### src/rtl/ptos_frame_if.sv
// Bundles the parallel-source handshake and the serial scl/sda link of ptos_frame.
// master: the framer itself; slave: the source/receiver side.
interface ptos_frame_if #(
    parameter int DW = 4
);
    logic          en;
    logic [DW-1:0] data;
    logic          ask_for_data;
    logic          scl;
    logic          sda;
    logic          busy;
    logic          frame_done;
    logic [7:0]    frame_cnt;

    modport master (
        input  en, data,
        output ask_for_data, scl, sda, busy, frame_done, frame_cnt
    );

    modport slave (
        output en, data,
        input  ask_for_data, scl, sda, busy, frame_done, frame_cnt
    );
endinterface

### src/rtl/ptos_frame.sv
// Parallel-to-serial framer: requests a word, then emits START, data MSB first,
// optional even parity (macro PTOS_PARITY_EN), STOP on scl/sda.
module ptos_frame #(
    parameter int DW       = 4,
    parameter int DATA_LAT = 2,
    parameter int GAP_CYC  = 1
) (
    input  logic          sclk,
    input  logic          rst,
    ptos_frame_if.master  bus
);
    localparam int BW   = $clog2(DW + 1);
    localparam int CMAX = (DATA_LAT > GAP_CYC) ? DATA_LAT : GAP_CYC;
    localparam int CW   = $clog2(CMAX + 1);

    typedef enum logic [2:0] {
        ST_IDLE, ST_REQ, ST_WAIT, ST_START, ST_BIT, ST_PAR, ST_STOP, ST_GAP
    } state_t;

    function automatic logic bit_at(input logic [DW-1:0] word, input logic [BW-1:0] idx);
        logic r;
        r = 1'b0;
        for (int i = 0; i < DW; i++) begin
            if (BW'(i) == idx) r = word[i];
        end
        return r;
    endfunction

    function automatic logic even_parity(input logic [DW-1:0] word);
        return ^word;
    endfunction

    state_t        state_r, state_s;
    logic [CW-1:0] cnt_r, cnt_s;
    logic [BW-1:0] bit_r, bit_s;
    logic          phase_r, phase_s;
    logic [DW-1:0] shreg_r, shreg_s;
    logic [7:0]    frame_cnt_r, frame_cnt_s;
    logic          scl_r, sda_r, ask_r, busy_r, done_r;
    logic          scl_s, sda_s, ask_s, busy_s, done_s;

    // Next-state, counters and word latch.
    always_comb begin
        state_s     = state_r;
        cnt_s       = cnt_r;
        bit_s       = bit_r;
        phase_s     = phase_r;
        shreg_s     = shreg_r;
        frame_cnt_s = frame_cnt_r;
        case (state_r)
            ST_IDLE: begin
                if (bus.en) state_s = ST_REQ;
                else        state_s = ST_IDLE;
            end
            ST_REQ: begin
                state_s = ST_WAIT;
                cnt_s   = {CW{1'b0}};
            end
            ST_WAIT: begin
                if (cnt_r == CW'(DATA_LAT - 1)) begin
                    state_s = ST_START;
                    shreg_s = bus.data;
                end else begin
                    cnt_s = cnt_r + {{(CW-1){1'b0}}, 1'b1};
                end
            end
            ST_START: begin
                state_s = ST_BIT;
                bit_s   = BW'(DW - 1);
                phase_s = 1'b0;
            end
            ST_BIT: begin
                if (!phase_r) begin
                    phase_s = 1'b1;
                end else if (bit_r == {BW{1'b0}}) begin
                    phase_s = 1'b0;
`ifdef PTOS_PARITY_EN
                    state_s = ST_PAR;
`else
                    state_s = ST_STOP;
`endif
                end else begin
                    phase_s = 1'b0;
                    bit_s   = bit_r - {{(BW-1){1'b0}}, 1'b1};
                end
            end
            ST_PAR: begin
`ifdef PTOS_PARITY_EN
                if (!phase_r) begin
                    phase_s = 1'b1;
                end else begin
                    phase_s = 1'b0;
                    state_s = ST_STOP;
                end
`else
                state_s = ST_IDLE;
`endif
            end
            ST_STOP: begin
                if (!phase_r) begin
                    phase_s = 1'b1;
                end else begin
                    phase_s     = 1'b0;
                    state_s     = ST_GAP;
                    cnt_s       = {CW{1'b0}};
                    frame_cnt_s = frame_cnt_r + 8'd1;
                end
            end
            ST_GAP: begin
                if (cnt_r == CW'(GAP_CYC - 1)) begin
                    if (bus.en) state_s = ST_REQ;
                    else        state_s = ST_IDLE;
                end else begin
                    cnt_s = cnt_r + {{(CW-1){1'b0}}, 1'b1};
                end
            end
            default: state_s = ST_IDLE;
        endcase
    end

    // Output values for the state being entered, so the registers line up with state_r.
    always_comb begin
        scl_s  = 1'b1;
        sda_s  = 1'b1;
        ask_s  = 1'b0;
        busy_s = 1'b1;
        done_s = (state_s == ST_GAP) && (state_r == ST_STOP);
        case (state_s)
            ST_IDLE:  busy_s = 1'b0;
            ST_REQ:   ask_s  = 1'b1;
            ST_START: sda_s  = 1'b0;
            ST_BIT: begin
                scl_s = phase_s;
                sda_s = bit_at(shreg_s, bit_s);
            end
            ST_PAR: begin
                scl_s = phase_s;
                sda_s = even_parity(shreg_s);
            end
            ST_STOP: begin
                scl_s = phase_s;
                sda_s = 1'b0;
            end
            default: begin
                scl_s = 1'b1;
                sda_s = 1'b1;
            end
        endcase
    end

    // State, datapath and output registers; reset aborts any frame without a STOP.
    always_ff @(posedge sclk or posedge rst) begin
        if (rst) begin
            state_r     <= ST_IDLE;
            cnt_r       <= {CW{1'b0}};
            bit_r       <= {BW{1'b0}};
            phase_r     <= 1'b0;
            shreg_r     <= {DW{1'b0}};
            frame_cnt_r <= 8'd0;
            scl_r       <= 1'b1;
            sda_r       <= 1'b1;
            ask_r       <= 1'b0;
            busy_r      <= 1'b0;
            done_r      <= 1'b0;
        end else begin
            state_r     <= state_s;
            cnt_r       <= cnt_s;
            bit_r       <= bit_s;
            phase_r     <= phase_s;
            shreg_r     <= shreg_s;
            frame_cnt_r <= frame_cnt_s;
            scl_r       <= scl_s;
            sda_r       <= sda_s;
            ask_r       <= ask_s;
            busy_r      <= busy_s;
            done_r      <= done_s;
        end
    end

    assign bus.scl          = scl_r;
    assign bus.sda          = sda_r;
    assign bus.ask_for_data = ask_r;
    assign bus.busy         = busy_r;
    assign bus.frame_done   = done_r;
    assign bus.frame_cnt    = frame_cnt_r;
endmodule

### src/flat_wrapper.sv
// flat-port wrapper written by rule: the top's interface ports become plain ports
module ptos_frame_flat 
#(
    parameter int DW       = 4,
    parameter int DATA_LAT = 2,
    parameter int GAP_CYC  = 1
)
  (sclk, rst, bus_en, bus_data, bus_ask_for_data, bus_scl, bus_sda, bus_busy, bus_frame_done, bus_frame_cnt);
  ptos_frame_if #(.DW(DW)) bus_i ();
  input  logic sclk;
  input  logic rst;
  input wire logic [$bits(bus_i.en)-1:0] bus_en;
  input wire logic [$bits(bus_i.data)-1:0] bus_data;
  output wire logic [$bits(bus_i.ask_for_data)-1:0] bus_ask_for_data;
  output wire logic [$bits(bus_i.scl)-1:0] bus_scl;
  output wire logic [$bits(bus_i.sda)-1:0] bus_sda;
  output wire logic [$bits(bus_i.busy)-1:0] bus_busy;
  output wire logic [$bits(bus_i.frame_done)-1:0] bus_frame_done;
  output wire logic [$bits(bus_i.frame_cnt)-1:0] bus_frame_cnt;
  assign bus_i.en = bus_en;
  assign bus_i.data = bus_data;
  assign bus_ask_for_data = bus_i.ask_for_data;
  assign bus_scl = bus_i.scl;
  assign bus_sda = bus_i.sda;
  assign bus_busy = bus_i.busy;
  assign bus_frame_done = bus_i.frame_done;
  assign bus_frame_cnt = bus_i.frame_cnt;
  ptos_frame #(.DW(DW), .DATA_LAT(DATA_LAT), .GAP_CYC(GAP_CYC)) u_core (.sclk(sclk), .rst(rst), .bus(bus_i));
endmodule
### config.mk
export PLATFORM = sky130hd
export DESIGN_NAME = ptos_frame_flat
export DESIGN_NICKNAME = d
export VERILOG_FILES = /design/src/rtl/ptos_frame_if.sv /design/src/rtl/ptos_frame.sv /design/src/flat_wrapper.sv
export SDC_FILE = /design/constraint.sdc
export NUM_CORES = 1
export LEC_CHECK = 0
export CORE_AREA = 2 2 47 82
export CTS_CLUSTER_SIZE = 24
export DETAILED_ROUTE_END_ITERATION = 6
export DIE_AREA = 0 0 49 84
export MAX_ROUTING_LAYER = met4
export SLEW_MARGIN = 15
export SYNTH_ARGS = -nofsm -noshare
export SYNTH_HDL_FRONTEND = slang
export SYNTH_SLANG_ARGS = --single-unit
### constraint.sdc
create_clock -name sclk -period 5 [get_ports sclk]
set_clock_uncertainty 0.2 [all_clocks]
set_input_delay 0.5 -clock sclk [delete_from_list [all_inputs] [get_ports sclk]]
set_output_delay 0.5 -clock sclk [all_outputs]
set_load 0.01 [all_outputs]
* Word-level counts from Yosys, hierarchy flattened
Cells that the tools add are included.
** Word-level totals
- Word-level logic and storage cells :: 73
- Input port bits :: 7
- Output and inout port bits :: 13
- Flip-flop bits (word level) :: 26
** Cells by class
- Add/sub/neg operators :: 3
- Reduce and logical (&&, ||, !) cells :: 13
- Muxes and demuxes :: 26
- Equality and inequality tests :: 20
** Operator list (count)
- $eq 3x3->1 const B :: 8
- $pmux 3 s8 :: 1
- $mux 3 :: 7
- $logic_not 3->1 :: 4
- $eq 3x2->1 const B :: 3
- $mux 1 :: 9
- $add 8x1->8 const B :: 1
- $mux 4 :: 2
- $pmux 2 s4 :: 1
- $eq 2x3->1 const A :: 2
- $eq 3x1->1 const B :: 2
- $mux 2 :: 3
- $pmux 3 s2 :: 1
- $ne 2x2->1 const B :: 2
- $reduce_and 4->1 :: 1
- $reduce_bool 4->1 :: 1
- $reduce_or 2->1 :: 2
- $reduce_xor 4->1 :: 1
- $eq 1x3->1 const A :: 1
- $pmux 1 s3 :: 1
- $reduce_or 3->1 :: 1
- $sub 3x1->3 const B :: 1
- $add 2x1->2 const B :: 1
- $eq 2x1->1 const B :: 1
- other kinds (5) :: 5

* Logic depth before layout (Yosys ltp)
- Depth in word-level cells :: 10
- Gate-level depth with buffers :: 8
- Mapped depth without buffers :: 8

* Worst setup path before layout
Ideal clock, no wire load.
- Path type :: flip-flop to flip-flop
- From :: register u_core.cnt_r[1]
- To :: register u_core.sda_r (netlist: u_core.bus.sda)
- Setup slack :: 3.097 ns
- Stages on the path, launching flop included :: 9
- Clock period less this slack :: 1.903 ns
- Arrival time :: 1.618 ns
- Data required time :: 4.715 ns
- Setup time :: 0.085 ns
- Path buffers :: 1
- Path through :: dfrtp_1 -> inv_1 -> ha_1 -> and3_1 -> buf_6 -> mux2_4 -> mux2_2 -> mux2i_1 -> o22ai_1
** Between the ends
- Elaborated cells on any way between the ends :: 18
- Those cells by class :: eq/ne (5); mux (10); reduce/logical (3)
** RTL lines
- start: declaration :: RTL line ptos_frame.sv:34 : logic [CW-1:0] cnt_r, cnt_s;
- start signal: assignment :: RTL line ptos_frame.sv:155 : cnt_r <= {CW{1'b0}};
- start signal: assignment :: RTL line ptos_frame.sv:167 : cnt_r <= cnt_s;
- $eq 2x1->1 * :: RTL line ptos_frame.sv:60 : if (cnt_r == CW'(DATA_LAT - 1)) begin
- $mux 4 * :: RTL line ptos_frame.sv:60
- $mux 4 * :: RTL line ptos_frame.sv:50 : case (state_r)
- net u_core.shreg_s[2] :: RTL line ptos_frame.sv:37 : logic [DW-1:0] shreg_r, shreg_s;
- $mux 1 (2 in a row) :: RTL line ptos_frame.sv:24 : if (BW'(i) == idx) r = word[i];
- $pmux 1 s3 * :: RTL line ptos_frame.sv:128 : case (state_s)
- net u_core.sda_s :: RTL line ptos_frame.sv:40 : logic scl_s, sda_s, ask_s, busy_s, done_s;
- end signal: assignment :: RTL line ptos_frame.sv:173 : sda_r <= sda_s;
- end: declaration :: RTL line ptos_frame.sv:39 : logic scl_r, sda_r, ask_r, busy_r, done_r;
Mark *: on every way through the listed nets, which the timed path passes. The rest lies on a longest branch.
A chain may end at the register's enable or synchronous reset.

* Worst setup path in the final report
- From :: register u_core.state_r[2]
- To :: register u_core.sda_r (netlist: u_core.bus.sda)
** Between the ends
- Elaborated cells on any way between the ends :: 31
- Those cells by class :: eq/ne (14); mux (13); reduce/logical (4)
** RTL lines
- start: declaration :: RTL line ptos_frame.sv:33 : state_t state_r, state_s;
- start signal: assignment :: RTL line ptos_frame.sv:166 : state_r <= state_s;
- $eq 3x2->1 * :: RTL line ptos_frame.sv:50
- $mux 4 * :: RTL line ptos_frame.sv:50
- net u_core.shreg_s[2] :: RTL line ptos_frame.sv:37
- $mux 1 (2 in a row) :: RTL line ptos_frame.sv:24
- $pmux 1 s3 * :: RTL line ptos_frame.sv:128
- net u_core.sda_s :: RTL line ptos_frame.sv:40
Marks and branches as above.

==> out/summary.txt <==
post-CTS sizing: 0
Yosys cell types: 38
TritonCTS Buffers: 3
Initial Util: 37.0%
antenna violations before repair: 0
crit path launch type: flop
Slew Viols, Final: 0
critical path class: reg2reg
Mapped Cells: 122
maxcap violations: 0
drt initial violations: 7
total grt overflow: 0
Hold/Removal Path Class: reg2reg
Global Route Usage Sum: 13.6%
Largest stage delay, worst path: 530 ps
hold path endpoint: u_core.bus.frame_cnt[7]
cell depth of the worst flop-to-flop path: 6
CTS max path bufs: 2
Syn Nets: 134
Cell Area, Placed: 1520 sq um
Async SR Flop Fraction: 100%
Hold Path Depth: 1
Post-DP HPWL: 1.88 mm
R2R Path End: u_core.bus.sda
# diodes: 0
Wirelength per Cell: 12.8 um
Bufs and invs on worst path: 0
IO Pins: 20
Die X: 49 um
NumNets Final: 153
FMAX: 461 MHz
max_slew headroom: 36.3%
overall die area: 4120 sq um
Die Y: 84 um
Critical Path End Type: flop
Sink Count: 26
CP max FO: 14
sequential area share after synthesis: 50.1%
H-tree depth: 1
worst-margin pin slew: 954 ps
maximum vdd drop: 0.000206 V
most common cell in the synthesized netlist: dfrtp_1
Avg Cell Area, Syn: 10.7 sq um
DRC viols: 0
Hold Buf Count CTS: 0
Fill cells: 351
worst r2r src: u_core.state_r[2]
Commonest cells post-synth: dfrtp_1, nand2_1, nor2_1, xnor2_1, inv_1
Final period util: 43.4%
crit path launch: u_core.state_r[2]
Synth top area share: 46.1%
number of synthesized flops with an enable pin: 0
Crit path max-delay family: multiplexers
hold_sp: u_core.bus.frame_cnt[7]
largest net degree at the start of global routing: 27
Pwr Density: 520 nW/um^2
flop2flop setup slack: 2830 ps
mapped cell area: 1300 sq um
Placer Congestion: 0.917
Post CTS Setup Buffer Count: 0
area leader, netlist: dfrtp_1
Clock Latency Late Sink: 260 ps
FP Rows: 29
setup TNS: 0 ps
vias per std cell: 4.96
core area: 3520 sq um
Post-Route WL: 2.38 mm
Area Overhead vs Synth: 20.1%
Worst EP required: 4980 ps
WP data arrival: 2150 ps
Root Buffer: clkbuf_8
RSZ-0062 raised after global routing: no
Most used DFF post-synth: dfrtp_1
Layout Cell Area excl Fill: 1570 sq um
layout cells sized above 1: 10.0%
Warnings, synthesis: 0
crit-path cells: nor2_1, and3_1, mux2_4, mux2_2, mux2i_1, o22ai_1
via count: 922
CTS tree: yes
Final Critical Period: 2170 ps
vias in the first global route: 973
final number of hold-violating endpoints: 0
flops & latches, synth: 26
CTS clk-pin slew, worst paths: 90 ps
drt pass-1 iters: 4
Pleak: 0.707 nW
Antenna Nets Post-Route: 0
status: finished, final reports clean
synth top area cells: dfrtp_1, ha_1, xnor2_1
first-pass GRT wire length: 4.30 mm
# port buffers: 19
slowest CP cell: dfrtp_1
Worst path depth: 6
Final Setup Violations: 0
area by class of cell:
cell class / instances / area, sq um / area share, %
clock buffers: 4 / 45.0 / 2.88
inverters: 8 / 31.3 / 2.00
multi-input cells: 83 / 588 / 37.6
flip-flops and latches: 26 / 653 / 41.7
well taps: 46 / 57.6 / 3.68
repair buffers: 19 / 190 / 12.2
layout by cell type (no fill, tap or decap), types with 2 or more instances in the layout:
master	n
dfrtp_1	24
clkdlybuf4s50_1	19
nand2_1	11
nor2_1	7
xnor2_1	7
inv_1	6
nand4_1	5
ha_1	5
nand3_1	4
mux2_4	4
nor2b_1	3
and3_1	3
nand2b_1	3
mux2i_1	3
or3_1	3
o21ai_1	3
clkbuf_8	3
a21o_1	2
o21ai_0	2
a21oi_1	2
mux2_2	2
dfstp_2	2
stage by stage:
| step | utilization (%) | setup slack, ps | std cells | hold slack [ps] | power [mW] |
|---|---|---|---|---|---|
| 4_1_cts | 44.5 | 2840 | 186 | 295 | 0.827 |
| 5_1_grt | 44.5 | 2720 | 186 | 316 | 0.882 |
| 3_3_place_gp | 43.2 | 2870 | 182 | 263 | 0.697 |
| 6_report | 44.5 | 2830 | 186 | 296 | 0.814 |
| 2_1_floorplan | - | 3100 | 122 | 255 | 0.598 |
| 3_5_place_dp | 43.2 | 2850 | 182 | 278 | 0.705 |
worst max path at each step:
stage                     endpoint  slack, ps
CTS                 u_core.bus.sda       2840
detailed placement  u_core.bus.sda       2850
global route        u_core.bus.sda       2720
global placement    u_core.bus.sda       2870
floorplan           u_core.bus.sda       3100
finish              u_core.bus.sda       2830
state kept, by name, summed over array words and instances (netlist names), 2 cells and up:
register	count
u_core.bus.frame_cnt	8
u_core.state_r	3
u_core.shreg_r	4
u_core.cnt_r	2
u_core.bit_r	3
per-layer routing:
layer  wire [um]  global-route usage, %  up-vias
met5           0                      -        -
met4          57                   7.27        0
met3          72                   2.15        6
met2        1320                   24.3       16
met1         927                   13.9      451
li1            -                      -      449
cells by family after synthesis:
| kind of cell | after synthesis | synth area share [%] |
|---|---|---|
| DFF | 26 | 50.1 |
| adders and majority gates | 5 | 4.80 |
| buffers and inverters | 13 | 4.80 |
| and+or+nand+nor | 45 | 18.2 |
| xor gates and xnor gates | 8 | 5.37 |
| AOI/OAI and AO/OA | 15 | 7.20 |
| muxes | 10 | 9.50 |
power breakdown:
group | switching, mW | internal (mW) | total (mW)
logic | 0.159 | 0.180 | 0.339
clock network | 0.0611 | 0.0568 | 0.118
registers | 0.0710 | 0.286 | 0.356
Note: power is estimated with default switching activity, not from simulation.
